<file path="src/rtl/cmos_access_ctrl_if.sv">
`default_nettype none
// +----------------------------------------------------------------------------
// | cmos_access_ctrl_if
// | I2C byte events, host load/save port and register-interface signals.
// | Revision: 1.0
// +----------------------------------------------------------------------------
interface cmos_access_ctrl_if;
   logic       i2c_start;
   logic       i2c_wr_valid;
   logic [7:0] i2c_wr_data;
   logic       i2c_rd_req;
   logic [7:0] i2c_rd_data;
   logic       i2c_rd_valid;
   logic       host_req;
   logic       host_we;
   logic [7:0] host_addr;
   logic [7:0] host_wdata;
   logic       host_ack;
   logic [7:0] host_rdata;
   logic       host_clr_dirty;
   logic       dirty;
   logic [7:0] reg_addr;
   logic [7:0] reg_din;
   logic       reg_we;
   logic [7:0] reg_dout;

   // The access controller is the slave of both requesters.
   modport slave (
      input  i2c_start, i2c_wr_valid, i2c_wr_data, i2c_rd_req,
      output i2c_rd_data, i2c_rd_valid,
      input  host_req, host_we, host_addr, host_wdata, host_clr_dirty,
      output host_ack, host_rdata, dirty,
      output reg_addr, reg_din, reg_we,
      input  reg_dout
   );

   modport master (
      output i2c_start, i2c_wr_valid, i2c_wr_data, i2c_rd_req,
      input  i2c_rd_data, i2c_rd_valid,
      output host_req, host_we, host_addr, host_wdata, host_clr_dirty,
      input  host_ack, host_rdata, dirty,
      input  reg_addr, reg_din, reg_we,
      output reg_dout
   );
endinterface
`default_nettype wire

</file>
<file path="src/rtl/cmos_access_ctrl.sv">
`default_nettype none
// +----------------------------------------------------------------------------
// | cmos_access_ctrl
// | Word-pointer sequencer and I2C/host arbiter for the CMOS/RTC registers.
// | Optional macro CMOS_WP_EN drops I2C data writes to addresses 0x00-0x0F.
// | Revision: 1.0
// +----------------------------------------------------------------------------
module cmos_access_ctrl (
   input  logic              clk,
   input  logic              rst,
   cmos_access_ctrl_if.slave bus
);
   localparam logic [7:0] c_NVRAM_BASE = 8'h10;

   typedef enum logic [2:0] {
      IDLE      = 3'd0,
      I2C_WR    = 3'd1,
      I2C_RD_A  = 3'd2,
      I2C_RD_C  = 3'd3,
      HOST_WR   = 3'd4,
      HOST_RD_A = 3'd5,
      HOST_RD_C = 3'd6
   } state_t;

   state_t     r_state, w_state_next;
   logic [7:0] r_ptr, r_wr_data, r_rd_hold, r_host_hold;
   logic       r_ptr_phase, r_wr_pend, r_rd_pend, r_host_pend, r_dirty;
   logic       w_wr_grant, w_rd_grant, w_host_grant;
   logic       w_host_busy, w_data_wr, w_dirty_set, w_wp_hit;

`ifdef CMOS_WP_EN
   assign w_wp_hit = (r_ptr < c_NVRAM_BASE);
`else
   assign w_wp_hit = 1'b0;
`endif

   assign w_host_busy = (r_state == HOST_WR) || (r_state == HOST_RD_A) ||
                        (r_state == HOST_RD_C);
   assign w_data_wr   = (r_state == I2C_WR) && !r_ptr_phase;
   assign w_dirty_set = w_data_wr && (r_ptr >= c_NVRAM_BASE);
   assign bus.dirty   = r_dirty;

   always_ff @(posedge clk) begin
      if (rst) begin
         r_state     <= IDLE;
         r_ptr       <= 8'h00;
         r_ptr_phase <= 1'b1;
         r_wr_pend   <= 1'b0;
         r_wr_data   <= 8'h00;
         r_rd_pend   <= 1'b0;
         r_host_pend <= 1'b0;
         r_rd_hold   <= 8'h00;
         r_host_hold <= 8'h00;
         r_dirty     <= 1'b0;
      end else begin
         r_state <= w_state_next;

         if (bus.i2c_wr_valid) begin
            r_wr_pend <= 1'b1;
            r_wr_data <= bus.i2c_wr_data;
         end else if (w_wr_grant) begin
            r_wr_pend <= 1'b0;
         end

         if (bus.i2c_rd_req)  r_rd_pend <= 1'b1;
         else if (w_rd_grant) r_rd_pend <= 1'b0;

         // Masking while granted/serviced lets host_req fall one cycle after ack.
         r_host_pend <= bus.host_req && !w_host_grant && !w_host_busy;

         if (bus.i2c_start)           r_ptr_phase <= 1'b1;
         else if (r_state == I2C_WR)  r_ptr_phase <= 1'b0;

         if (r_state == I2C_WR)         r_ptr <= r_ptr_phase ? r_wr_data : r_ptr + 8'd1;
         else if (r_state == I2C_RD_C)  r_ptr <= r_ptr + 8'd1;

         if (r_state == I2C_RD_C)  r_rd_hold   <= bus.reg_dout;
         if (r_state == HOST_RD_C) r_host_hold <= bus.reg_dout;

         if (w_dirty_set)             r_dirty <= 1'b1;
         else if (bus.host_clr_dirty) r_dirty <= 1'b0;
      end
   end

   always_comb begin
      w_state_next     = r_state;
      w_wr_grant       = 1'b0;
      w_rd_grant       = 1'b0;
      w_host_grant     = 1'b0;
      bus.reg_we       = 1'b0;
      bus.reg_addr     = r_ptr;
      bus.reg_din      = r_wr_data;
      bus.i2c_rd_valid = 1'b0;
      bus.i2c_rd_data  = r_rd_hold;
      bus.host_ack     = 1'b0;
      bus.host_rdata   = r_host_hold;
      case (r_state)
         IDLE: begin
            if (r_wr_pend) begin
               w_wr_grant   = 1'b1;
               w_state_next = I2C_WR;
            end else if (r_rd_pend) begin
               w_rd_grant   = 1'b1;
               w_state_next = I2C_RD_A;
            end else if (r_host_pend) begin
               w_host_grant = 1'b1;
               w_state_next = bus.host_we ? HOST_WR : HOST_RD_A;
            end
         end
         I2C_WR: begin
            bus.reg_we   = w_data_wr && !w_wp_hit;
            w_state_next = IDLE;
         end
         I2C_RD_A: w_state_next = I2C_RD_C;
         I2C_RD_C: begin
            bus.i2c_rd_valid = 1'b1;
            bus.i2c_rd_data  = bus.reg_dout;
            w_state_next     = IDLE;
         end
         HOST_WR: begin
            bus.reg_addr = bus.host_addr;
            bus.reg_din  = bus.host_wdata;
            bus.reg_we   = 1'b1;
            bus.host_ack = 1'b1;
            w_state_next = IDLE;
         end
         HOST_RD_A: begin
            bus.reg_addr = bus.host_addr;
            w_state_next = HOST_RD_C;
         end
         HOST_RD_C: begin
            bus.reg_addr   = bus.host_addr;
            bus.host_ack   = 1'b1;
            bus.host_rdata = bus.reg_dout;
            w_state_next   = IDLE;
         end
         default: w_state_next = IDLE;
      endcase
   end
endmodule
`default_nettype wire
</file>
<file path="src/flat_wrapper.sv">
// flat-port wrapper written by rule: the top's interface ports become plain ports
module cmos_access_ctrl_flat 
  (clk, rst, bus_i2c_start, bus_i2c_wr_valid, bus_i2c_wr_data, bus_i2c_rd_req, bus_i2c_rd_data, bus_i2c_rd_valid, bus_host_req, bus_host_we, bus_host_addr, bus_host_wdata, bus_host_clr_dirty, bus_host_ack, bus_host_rdata, bus_dirty, bus_reg_addr, bus_reg_din, bus_reg_we, bus_reg_dout);
  cmos_access_ctrl_if bus_i ();
  input  logic clk;
  input  logic rst;
  input wire logic [$bits(bus_i.i2c_start)-1:0] bus_i2c_start;
  input wire logic [$bits(bus_i.i2c_wr_valid)-1:0] bus_i2c_wr_valid;
  input wire logic [$bits(bus_i.i2c_wr_data)-1:0] bus_i2c_wr_data;
  input wire logic [$bits(bus_i.i2c_rd_req)-1:0] bus_i2c_rd_req;
  output wire logic [$bits(bus_i.i2c_rd_data)-1:0] bus_i2c_rd_data;
  output wire logic [$bits(bus_i.i2c_rd_valid)-1:0] bus_i2c_rd_valid;
  input wire logic [$bits(bus_i.host_req)-1:0] bus_host_req;
  input wire logic [$bits(bus_i.host_we)-1:0] bus_host_we;
  input wire logic [$bits(bus_i.host_addr)-1:0] bus_host_addr;
  input wire logic [$bits(bus_i.host_wdata)-1:0] bus_host_wdata;
  input wire logic [$bits(bus_i.host_clr_dirty)-1:0] bus_host_clr_dirty;
  output wire logic [$bits(bus_i.host_ack)-1:0] bus_host_ack;
  output wire logic [$bits(bus_i.host_rdata)-1:0] bus_host_rdata;
  output wire logic [$bits(bus_i.dirty)-1:0] bus_dirty;
  output wire logic [$bits(bus_i.reg_addr)-1:0] bus_reg_addr;
  output wire logic [$bits(bus_i.reg_din)-1:0] bus_reg_din;
  output wire logic [$bits(bus_i.reg_we)-1:0] bus_reg_we;
  input wire logic [$bits(bus_i.reg_dout)-1:0] bus_reg_dout;
  assign bus_i.i2c_start = bus_i2c_start;
  assign bus_i.i2c_wr_valid = bus_i2c_wr_valid;
  assign bus_i.i2c_wr_data = bus_i2c_wr_data;
  assign bus_i.i2c_rd_req = bus_i2c_rd_req;
  assign bus_i2c_rd_data = bus_i.i2c_rd_data;
  assign bus_i2c_rd_valid = bus_i.i2c_rd_valid;
  assign bus_i.host_req = bus_host_req;
  assign bus_i.host_we = bus_host_we;
  assign bus_i.host_addr = bus_host_addr;
  assign bus_i.host_wdata = bus_host_wdata;
  assign bus_i.host_clr_dirty = bus_host_clr_dirty;
  assign bus_host_ack = bus_i.host_ack;
  assign bus_host_rdata = bus_i.host_rdata;
  assign bus_dirty = bus_i.dirty;
  assign bus_reg_addr = bus_i.reg_addr;
  assign bus_reg_din = bus_i.reg_din;
  assign bus_reg_we = bus_i.reg_we;
  assign bus_i.reg_dout = bus_reg_dout;
  cmos_access_ctrl u_core (.clk(clk), .rst(rst), .bus(bus_i));
endmodule
</file>
<file path="config.mk">
export PLATFORM = sky130hd
export DESIGN_NAME = cmos_access_ctrl_flat
export DESIGN_NICKNAME = d
export VERILOG_FILES = /design/src/rtl/cmos_access_ctrl_if.sv /design/src/rtl/cmos_access_ctrl.sv /design/src/flat_wrapper.sv
export SDC_FILE = /design/constraint.sdc
export NUM_CORES = 1
export LEC_CHECK = 0
export ABC_AREA = 1
export BUFFER_PORTS_ARGS = -buffer_cell sky130_fd_sc_hd__clkbuf_2
export CAP_MARGIN = 30
export CORE_ASPECT_RATIO = 1.4
export CORE_UTILIZATION = 49
export CTS_BUF_LIST = sky130_fd_sc_hd__clkbuf_16
export CTS_CLUSTER_SIZE = 8
export DETAILED_ROUTE_END_ITERATION = 12
export GPL_TIMING_DRIVEN = 0
export PLACE_DENSITY_LB_ADDON = 0.08
export RECOVER_POWER = 50
export SLEW_MARGIN = 30
export SYNTH_ARGS = -nofsm -noshare
export SYNTH_HDL_FRONTEND = slang
export SYNTH_SLANG_ARGS = --single-unit
</file>
<file path="constraint.sdc">
create_clock -name clk -period 1.8 [get_ports clk]
set_input_delay 0.36 -clock clk [delete_from_list [all_inputs] [get_ports clk]]
set_output_delay 0.36 -clock clk [all_outputs]
set_load 0.01 [all_outputs]
</file>
==> impl_results.md, run 1 <==
* Share of post-route cells with drive strength above 1 at 40.3%
* Final non-filler cell area at 2990 sq um
* Post-Route WL at 5680 um
* Most common cell after layout, fill and taps aside: clkbuf_2
* Tmin final at 1.83 ns
* Lkg Pwr at 1.53 nW
* Die height at 79.8 um
* Final hold viol count at 0
* CP Max Fanout at 10
* Layout net count at 445
* DRC violations left at 6
* Max incr delay on CP at 0.41 ns
* Vias at 2286
* Core area at 4050 sq um
* Hold-fix buffer count after cts at 0
* Critical Path RT at 1.44 ns
* Startpoint types: register
* Crit. End Element: output pin
* RR Startpoint: u_core.r_state[2]
* Drt pass-1 iters at 8
* Worst r2r dst: u_core.r_ptr[5]
* Status: complete, but fails checks
* Row count at 27
* Area occupied by multi-input gates at 1130 sq um
* Routed WL per cell at 12.7 um
* Fill cells at 349
* GRT overflow at 0
* Antenna Cells at 0
* Initial core utilization at 52.3%
* Worst setup margin at -0.0255 ns
* Worst hold endpoint: u_core.r_rd_pend
* Worst path cell trace: inv_6, nor2_4, buf_6, buf_6, a21oi_1, clkbuf_2
* Hold slack at 0.303 ns
* Layout Area Growth over Synthesis at 40.8%
* Clk_skew at 0.00245 ns
* Worst hold path type: input pin to register
* Most common cell on crit path: buf_6
* Slew headroom at 58.5%
* GRT Util Overall at 24.2%
* Sequential share of the synthesized area at 37.8%
* Slowest CP cell: dfxtp_4
* CP Data Arrival Time at 1.47 ns
* Storage cell area at 812 sq um
* Clock Tree Root: clkbuf_16
* Synth area leaders: dfxtp_1 38%, a21oi_1 9.0%, inv_1 8.1%
* FF-to-FF setup slack at 0.31 ns
* Post-DRT Antenna Nets at 0
* Hold Startpoint: bus_i2c_rd_req
* Tcrit/Tclk final at 101%
* Port bufs at 75
* H-tree Lvls at 2
* Largest net degree at the start of global routing at 12
* Synthesized area per cell at 7.07 sq um
* Buf/Inv on CP at 4
* Commonest non-fill, non-tap cells in the layout: 59 x clkbuf_2, 44 x inv_1, 37 x dfxtp_1
* Pwr dens at 899 nW/um^2
* Initial antenna violation count at 0
* Final setup fails at 13
* Peak VDD IR at 0.000567 V
* Via-per-instance ratio at 5.11
* Clock transition at path regs at 0.05 ns
* Clk_lat worst skew at 0.28 ns
* Non-Filler Instances at 447
* Unique masters post-synth at 29
* Failing checks: DRC, setup timing
* Dpl cells at 418
* FF-to-FF path depth at 10
* CP Class: register to output pin
* Final GP Congestion at 0.849
* Hold Path Stages at 3
* End-of-flow core utilization at 73.7%
* Post-synth top area share at 37.8%
* Syn Nets at 342
* Slew @ Worst Pin at 0.622 ns
* Setup TNS at -0.103 ns
* Unrepaired setup endpoints after global routing: true
* Max-cap violations at 0
* Final max-slew violation count at 0
* Longest Clk Path Bufs at 2
* Number of global-route vias before repair at 1941
* Cell taking the most area after synthesis: dfxtp_1
* Top delay family on crit path: buffers and inverters
* Post-Syn Instances at 300
* Cell Area, Placed at 2550 sq um
* I/O pins at 76
* Syn Std Cell Area at 2120 sq um
* CTS tree: built
* Clk sinks at 40
* Die X at 57.6 um
* Die area at 4600 sq um
* FF+latch count, synth at 40
* CTS Buf Count at 5
* First-pass GRT wire length at 8490 um
* Post-detail-place hpwl at 3880 um
* DR iter-0 viols at 79
* Yosys warns at 0
* Max Clk Rate at 0.548 GHz
## cell usage after synthesis
master and count:
buf_2 2, nor2_2 2, buf_1 2, or2_1 11, a31oi_1 5, nand4_1 2
ha_1 2, nor2_1 30, clkbuf_1 3, inv_1 46, o211ai_1 1, o21ai_2 7
nor3_2 1, buf_6 4, a211oi_1 5, o21ai_0 17, or2_2 5, o21ai_1 12
nor2_4 3, inv_2 7, nand2_4 1, mux2_2 1, nand2_1 37, inv_4 1
a21oi_1 38, nand2_2 2, dfxtp_1 40, nand3_1 10, a211oi_2 3
## how the worst max path moves through the flow
stage	cells past startpoint	slack (ns)	endpoint	start
after floorplan	6	0.29	bus_host_rdata[4]	u_core.r_state[1]
after global placement	6	0.10	bus_reg_din[6]	u_core.r_state[1]
after detailed placement	6	0.08	bus_reg_din[6]	u_core.r_state[1]
after CTS	8	-0.04	bus_host_rdata[6]	u_core.r_state[0]
after global routing	8	-0.09	bus_reg_addr[5]	u_core.r_state[0]
final	6	-0.03	bus_host_rdata[1]	u_core.r_state[1]
## cell families (layout without fill, tap and decap cells)
| family | count (synthesis) | after routing | share of synthesized area, % |
|---|---|---|---|
| AOI/OAI and AO/OA | 88 | 88 | 24.1 |
| adders and majority gates | 2 | 2 | 1.18 |
| buffers and inverters | 65 | 169 | 13.2 |
| DFF | 40 | 40 | 37.8 |
| muxes | 1 | 1 | 0.531 |
| and+or+nand+nor | 104 | 104 | 23.3 |
## metal layers
metal  share of wire (%)  vias up  routed length (um)  GRT usage (%)
met5                   0        -                   0              0
met4                 1.8        0                 100           8.78
met3                 4.1        9                 233           3.73
met2                  55       68                3130           47.4
met1                  39     1037                2230           25.1
li1                    -     1172                   -              -
## state kept, by name, summed over array words and instances (netlist names), 3 cells and up
name and count:
u_core.r_host_hold 8, u_core.r_ptr 8, u_core.r_state 3, u_core.r_rd_hold 8, u_core.r_wr_data 8
## cell type report
class | instances | share of cell area, %
buffer | 11 | 2.68
clock buffer | 5 | 4.19
clock inverter | 3 | 0.377
inverter | 54 | 7.54
multi-input combinational | 195 | 37.9
sequential | 40 | 27.2
tap | 43 | 1.80
timing repair buffer | 96 | 18.3
## through the flow
step	setup WS [ns]	power, W
after floorplan	0.285	0.00148
after global placement	0.103	0.00170
after detailed placement	0.0760	0.00171
after CTS	-0.0371	0.00261
after global routing	-0.0913	0.00282
final	-0.0255	0.00269
## power breakdown
group	internal, W	switching (W)	total [W]
registers	0.000954	0.0000618	0.00102
clock network	0.000498	0.000330	0.000828
logic	0.000363	0.000479	0.000842
total	0.00181	0.000871	0.00269
## worst min-delay path: cells and delay by family
| kind | cells | cell delay, ns |
|---|---|---|
| buffers and inverters | 2 | 0.12 |
| AO/OA/AOI/OAI | 1 | 0.05 |
## timing repair
action,in CTS,in global routing
gates resized for setup,25,41
cloned,2,0
buffers inserted,13,6
pin swaps,7,8
setup endpoints to repair,33,33
Power figures use the tool's default switching activity.
==> run 2: changes to the inputs <==
==> constraint.sdc (replaced) <==
create_clock -name clk -period 1.8 [get_ports clk]
set_input_delay 0.27 -clock clk [delete_from_list [all_inputs] [get_ports clk]]
set_output_delay 0.27 -clock clk [all_outputs]
set_load 0.01 [all_outputs]
==> impl_results.md, run 2 (same netlist as run 1, synthesis figures left out) <==
* Slowest CP cell: dfxtp_4
* Clk_lat worst skew at 0.28 ns
* Layout Area Growth over Synthesis at 35.2%
* Internal cell power at 0.00177 W
* Post-Route WL at 5550 um
* Vias at 2238
* Switching share of power at 32.7%
* Final setup fails at 0
* Register share of total power at 38.6%
* I/O pins at 76
* CP Data Arrival Time at 1.50 ns
* Tcrit/Tclk final at 98.5%
* Via-per-instance ratio at 5.09
* Die X at 57.6 um
* Clock power frac at 31.7%
* Max Clk Rate at 0.564 GHz
* Sw power at 0.000860 W
* Drt pass-1 iters at 8
* Slew @ Worst Pin at 0.604 ns
* Crit. End Element: output pin
* Pwr dens at 917 nW/um^2
* Peak VDD IR at 0.000559 V
* Worst setup margin at 0.0261 ns
* Worst hold path type: input pin to register
* Top delay family on crit path: flip-flops
* Slew headroom at 59.7%
* Setup TNS at 0 ns
* Unrepaired setup endpoints after global routing: true
* Tmin final at 1.77 ns
* Worst path cell trace: inv_4, nand2_4, nor2_4, buf_4, or2_1, o21ai_1, inv_1, clkbuf_2
* Hold slack at 0.207 ns
* Critical Path RT at 1.53 ns
* Combinational Power Share at 29.8%
* Lkg Pwr at 1.50 nW
* H-tree Lvls at 2
* DRC violations left at 6
* Core area at 4050 sq um
* Largest net degree at the start of global routing at 12
* GRT Util Overall at 23.1%
* Dpl ws at 0.166 ns
* Initial core utilization at 52.3%
* Status: complete, but fails checks
* DR iter-0 viols at 63
* Share of post-route cells with drive strength above 1 at 36.8%
* Number of global-route vias before repair at 1832
* Clock Tree Root: clkbuf_16
* Clk sinks at 40
* CTS Buf Count at 5
* Initial antenna violation count at 0
* Failing checks: DRC
* Buf/Inv on CP at 4
* Final hold viol count at 0
* Max-cap violations at 0
* Port bufs at 75
* CTS tree: built
* First-pass GRT wire length at 8090 um
* Most common cell after layout, fill and taps aside: clkbuf_2
* Clock transition at path regs at 0.05 ns
* Layout net count at 438
* Hold-fix buffer count after cts at 0
* Clk_skew at 0.00251 ns
* Row count at 27
* Antenna Cells at 0
* Die area at 4600 sq um
* CP Class: register to output pin
* GRT overflow at 0
* Final GP Congestion at 0.849
* Post-detail-place hpwl at 3880 um
* Die height at 79.8 um
* Startpoint types: register
* Routed WL per cell at 12.6 um
* Commonest non-fill, non-tap cells in the layout: 68 x clkbuf_2, 47 x inv_1, 38 x a21oi_1
* Max incr delay on CP at 0.39 ns
* Final max-slew violation count at 0
* Post-DRT Antenna Nets at 0
* CP Max Fanout at 5
* Longest Clk Path Bufs at 2
[run 2: layout make-up]
type                            count  area (sq um)
Multi-Input combinational cell    195          1090
Sequential cell                    40           812
Timing Repair Buffer               89           477
Inverter                           54           218
Fill cell                         367          1190
Clock inverter                      3          11.3
Buffer                             11          76.3
Tap cell                           43          53.8
Clock buffer                        5           125
[run 2: per-layer routing]
layer  global-route usage, %  vias to the layer above  wire (um)
met3                    4.21                        8        248
li1                        -                     1157          -
met4                    7.80                        0         85
met2                    45.3                       69       3080
met5                       0                        -          0
met1                    23.7                     1004       2130
[run 2: final timing paths]
| kind | from | end | slack [ns] | depth (start not counted) |
|---|---|---|---|---|
| max reg2reg | u_core.r_state[2] | u_core.r_ptr[6] | 0.47 | 7 |
| min | bus_i2c_rd_req | u_core.r_rd_pend | 0.21 | 3 |
| max | u_core.r_state[2] | bus_i2c_rd_data[0] | 0.03 | 8 |
| min reg2reg | u_core.r_host_pend | u_core.r_host_pend | 0.47 | 1 |
[run 2: what timing repair did]
action | 4_1_cts | 5_1_grt
pin swaps | 4 | 4
resized for setup | 10 | 23
endpoints found under the setup margin | 33 | 30
endpoints found under the hold margin | 0 | 0
setup buffers | 7 | 6
gates cloned | 1 | 0
[run 2: worst min-delay path, delay by kind of cell]
kind	cells	cell delay, ns
buffers and inverters	2	0.12
AO/OA/AOI/OAI	1	0.05
[run 2: power groups by stage]
stage | combinational, W | clock (W) | sequential [W]
2_1_floorplan | 0.000471 | 0 | 0.00101
3_3_place_gp | 0.000686 | 0 | 0.00102
3_5_place_dp | 0.000693 | 0 | 0.00102
4_1_cts | 0.000728 | 0.000833 | 0.00101
5_1_grt | 0.000858 | 0.000869 | 0.00102
6_report | 0.000783 | 0.000833 | 0.00101
[run 2: metrics by stage]
stage	utilization, %	cells	area, sq um	power (W)
2_1_floorplan	-	300	2120	0.00148
3_3_place_gp	62.9	418	2550	0.00170
3_5_place_dp	62.9	418	2550	0.00171
4_1_cts	68.4	434	2770	0.00257
5_1_grt	70.7	440	2870	0.00275
6_report	70.7	440	2870	0.00263
==> run 3: changes to the inputs <==
Settings changed: CORE_UTILIZATION 49 to 48.
==> impl_results.md, run 3 (same netlist as run 1, synthesis figures left out) <==
* Status: completed
* Tcrit/Tclk final at 98.0%
* CP Max Fanout at 8
* Peak VDD IR at 0.000689 V
* Post-Route WL at 5230 um
* Hold-fix buffer count after cts at 0
* Final setup fails at 0
* Initial core utilization at 50.0%
* Worst r2r dst: u_core.r_state[0]
* CP Data Arrival Time at 1.49 ns
* Hold Startpoint: bus_i2c_start
* Final hold viol count at 0
* Max Clk Rate at 0.567 GHz
* Port bufs at 75
* Area occupied by multi-input gates at 1080 sq um
* Worst hold endpoint: u_core.r_ptr_phase
* Lkg Pwr at 1.46 nW
* Storage cell area at 812 sq um
* Die area at 4690 sq um
* Crit. End Element: output pin
* Worst hold path type: input pin to register
* Post-detail-place hpwl at 3940 um
* Clock transition at path regs at 0.06 ns
* Largest net degree at the start of global routing at 11
* Tmin final at 1.76 ns
* Critical Path RT at 1.53 ns
* Core area at 4240 sq um
* DRC violations left at 0
* Drt pass-1 iters at 4
* GRT overflow at 0
* Startpoint types: register
* CTS tree: built
* Fill cells at 384
* Pwr dens at 904 nW/um^2
* Post-DRT Antenna Nets at 0
* CP Class: register to output pin
* GRT Util Overall at 23.7%
* Clock Tree Root: clkbuf_16
* Longest Clk Path Bufs at 2
* DR iter-0 viols at 73
* Die X at 58.2 um
* Final non-filler cell area at 2860 sq um
* Clk_skew at 0.00252 ns
* CTS Buf Count at 5
* I/O pins at 76
* Layout Area Growth over Synthesis at 34.9%
* Slowest CP cell: dfxtp_4
* Clk sinks at 40
* Worst path cell trace: inv_6, nand2_4, nor2_4, buf_6, or2_1, o21ai_1, inv_1, buf_2
* Routed WL per cell at 11.6 um
* Via-per-instance ratio at 4.79
* Max-cap violations at 0
* Row count at 28
* Layout net count at 436
* H-tree Lvls at 2
* Cell Area, Placed at 2570 sq um
* RR Startpoint: u_core.r_state[0]
* Most common cell after layout, fill and taps aside: clkbuf_2
* Slew headroom at 61.0%
* Commonest non-fill, non-tap cells in the layout: 67 x clkbuf_2, 45 x inv_1, 37 x dfxtp_1
* Dpl cells at 435
* Non-Filler Instances at 452
* Slew @ Worst Pin at 0.586 ns
* Die height at 80.7 um
* Final GP Congestion at 0.840
* Vias at 2163
* Clk_lat worst skew at 0.28 ns
* Max incr delay on CP at 0.39 ns
* Hold Path Stages at 3
* FF-to-FF setup slack at 0.45 ns
* Hold slack at 0.184 ns
* End-of-flow core utilization at 67.5%
* Unrepaired setup endpoints after global routing: true
* Initial antenna violation count at 0
* FF-to-FF path depth at 6
* Antenna Cells at 0
* First-pass GRT wire length at 8440 um
* Share of post-route cells with drive strength above 1 at 36.2%
* Number of global-route vias before repair at 1917
* Final max-slew violation count at 0
run 3: cell types whose count changed in the layout (fill, tap and decap cells not counted), moves of 2 or more:
cell,previous run,this run
a21oi_2,0,2
inv_1,47,45
inv_4,2,4
a21oi_1,38,36
nand2_1,34,36
buf_4,13,11
run 3: how the worst max path moves through the flow:
stage	from	end	slack, ns	depth (start not counted)
after global placement	u_core.r_state[1]	bus_reg_din[5]	0.15	6
final	u_core.r_state[2]	bus_i2c_rd_data[2]	0.04	8
after global routing	u_core.r_state[2]	bus_i2c_rd_data[2]	-0.07	7
after floorplan	u_core.r_state[1]	bus_host_rdata[4]	0.38	6
after CTS	u_core.r_state[0]	bus_reg_addr[6]	0.007	8
after detailed placement	u_core.r_state[0]	bus_reg_addr[6]	0.15	8
run 3: worst max-delay path: cells and delay by family, from the launching register on:
family	cells	cell delay, ns
buffers and inverters	4	0.35
DFF	1	0.39
AOI/OAI and AO/OA	1	0.10
and+or+nand+nor	3	0.35
run 3: report_power, final:
| group | internal, W | switching (W) | leakage (nW) | total [W] |
|---|---|---|---|---|
| Clock | 0.000489 | 0.000323 | 0.0616 | 0.000813 |
| Combinational | 0.000316 | 0.000447 | 1.07 | 0.000763 |
| Sequential | 0.000954 | 0.0000567 | 0.329 | 0.00101 |
| Total | 0.00176 | 0.000827 | 1.46 | 0.00259 |
run 3: what timing repair did:
action	in CTS	in global routing
gates resized for setup	12	20
setup endpoints to repair	33	27
buffers inserted	5	7
pin swaps	3	2
run 3: cell type report:
class	count	area share (%)
buffer	11	2.80
clock buffer	5	4.37
inverter	54	7.61
multi-input combinational	195	37.9
sequential	40	28.4
tap	60	2.62
timing repair buffer	87	16.3
run 3: stage by stage:
step	setup TNS [ns]	power, W	setup WS, ns
5_1_grt	-0.345	0.00273	-0.0715
3_3_place_gp	0	0.00170	0.152
3_5_place_dp	0	0.00171	0.149
2_1_floorplan	0	0.00148	0.375
4_1_cts	0	0.00256	0.00727
6_report	0	0.00259	0.0364
run 3: per-layer routing:
layer | GRT usage (%) | share of wire, % | up-vias | wire length (um)
met5 | 0 | 0 | - | 0
met4 | 7.86 | 1.6 | 0 | 82
li1 | - | - | 1149 | -
met1 | 24.7 | 40 | 956 | 2120
met2 | 45.7 | 54 | 51 | 2820
met3 | 4.83 | 3.9 | 7 | 205
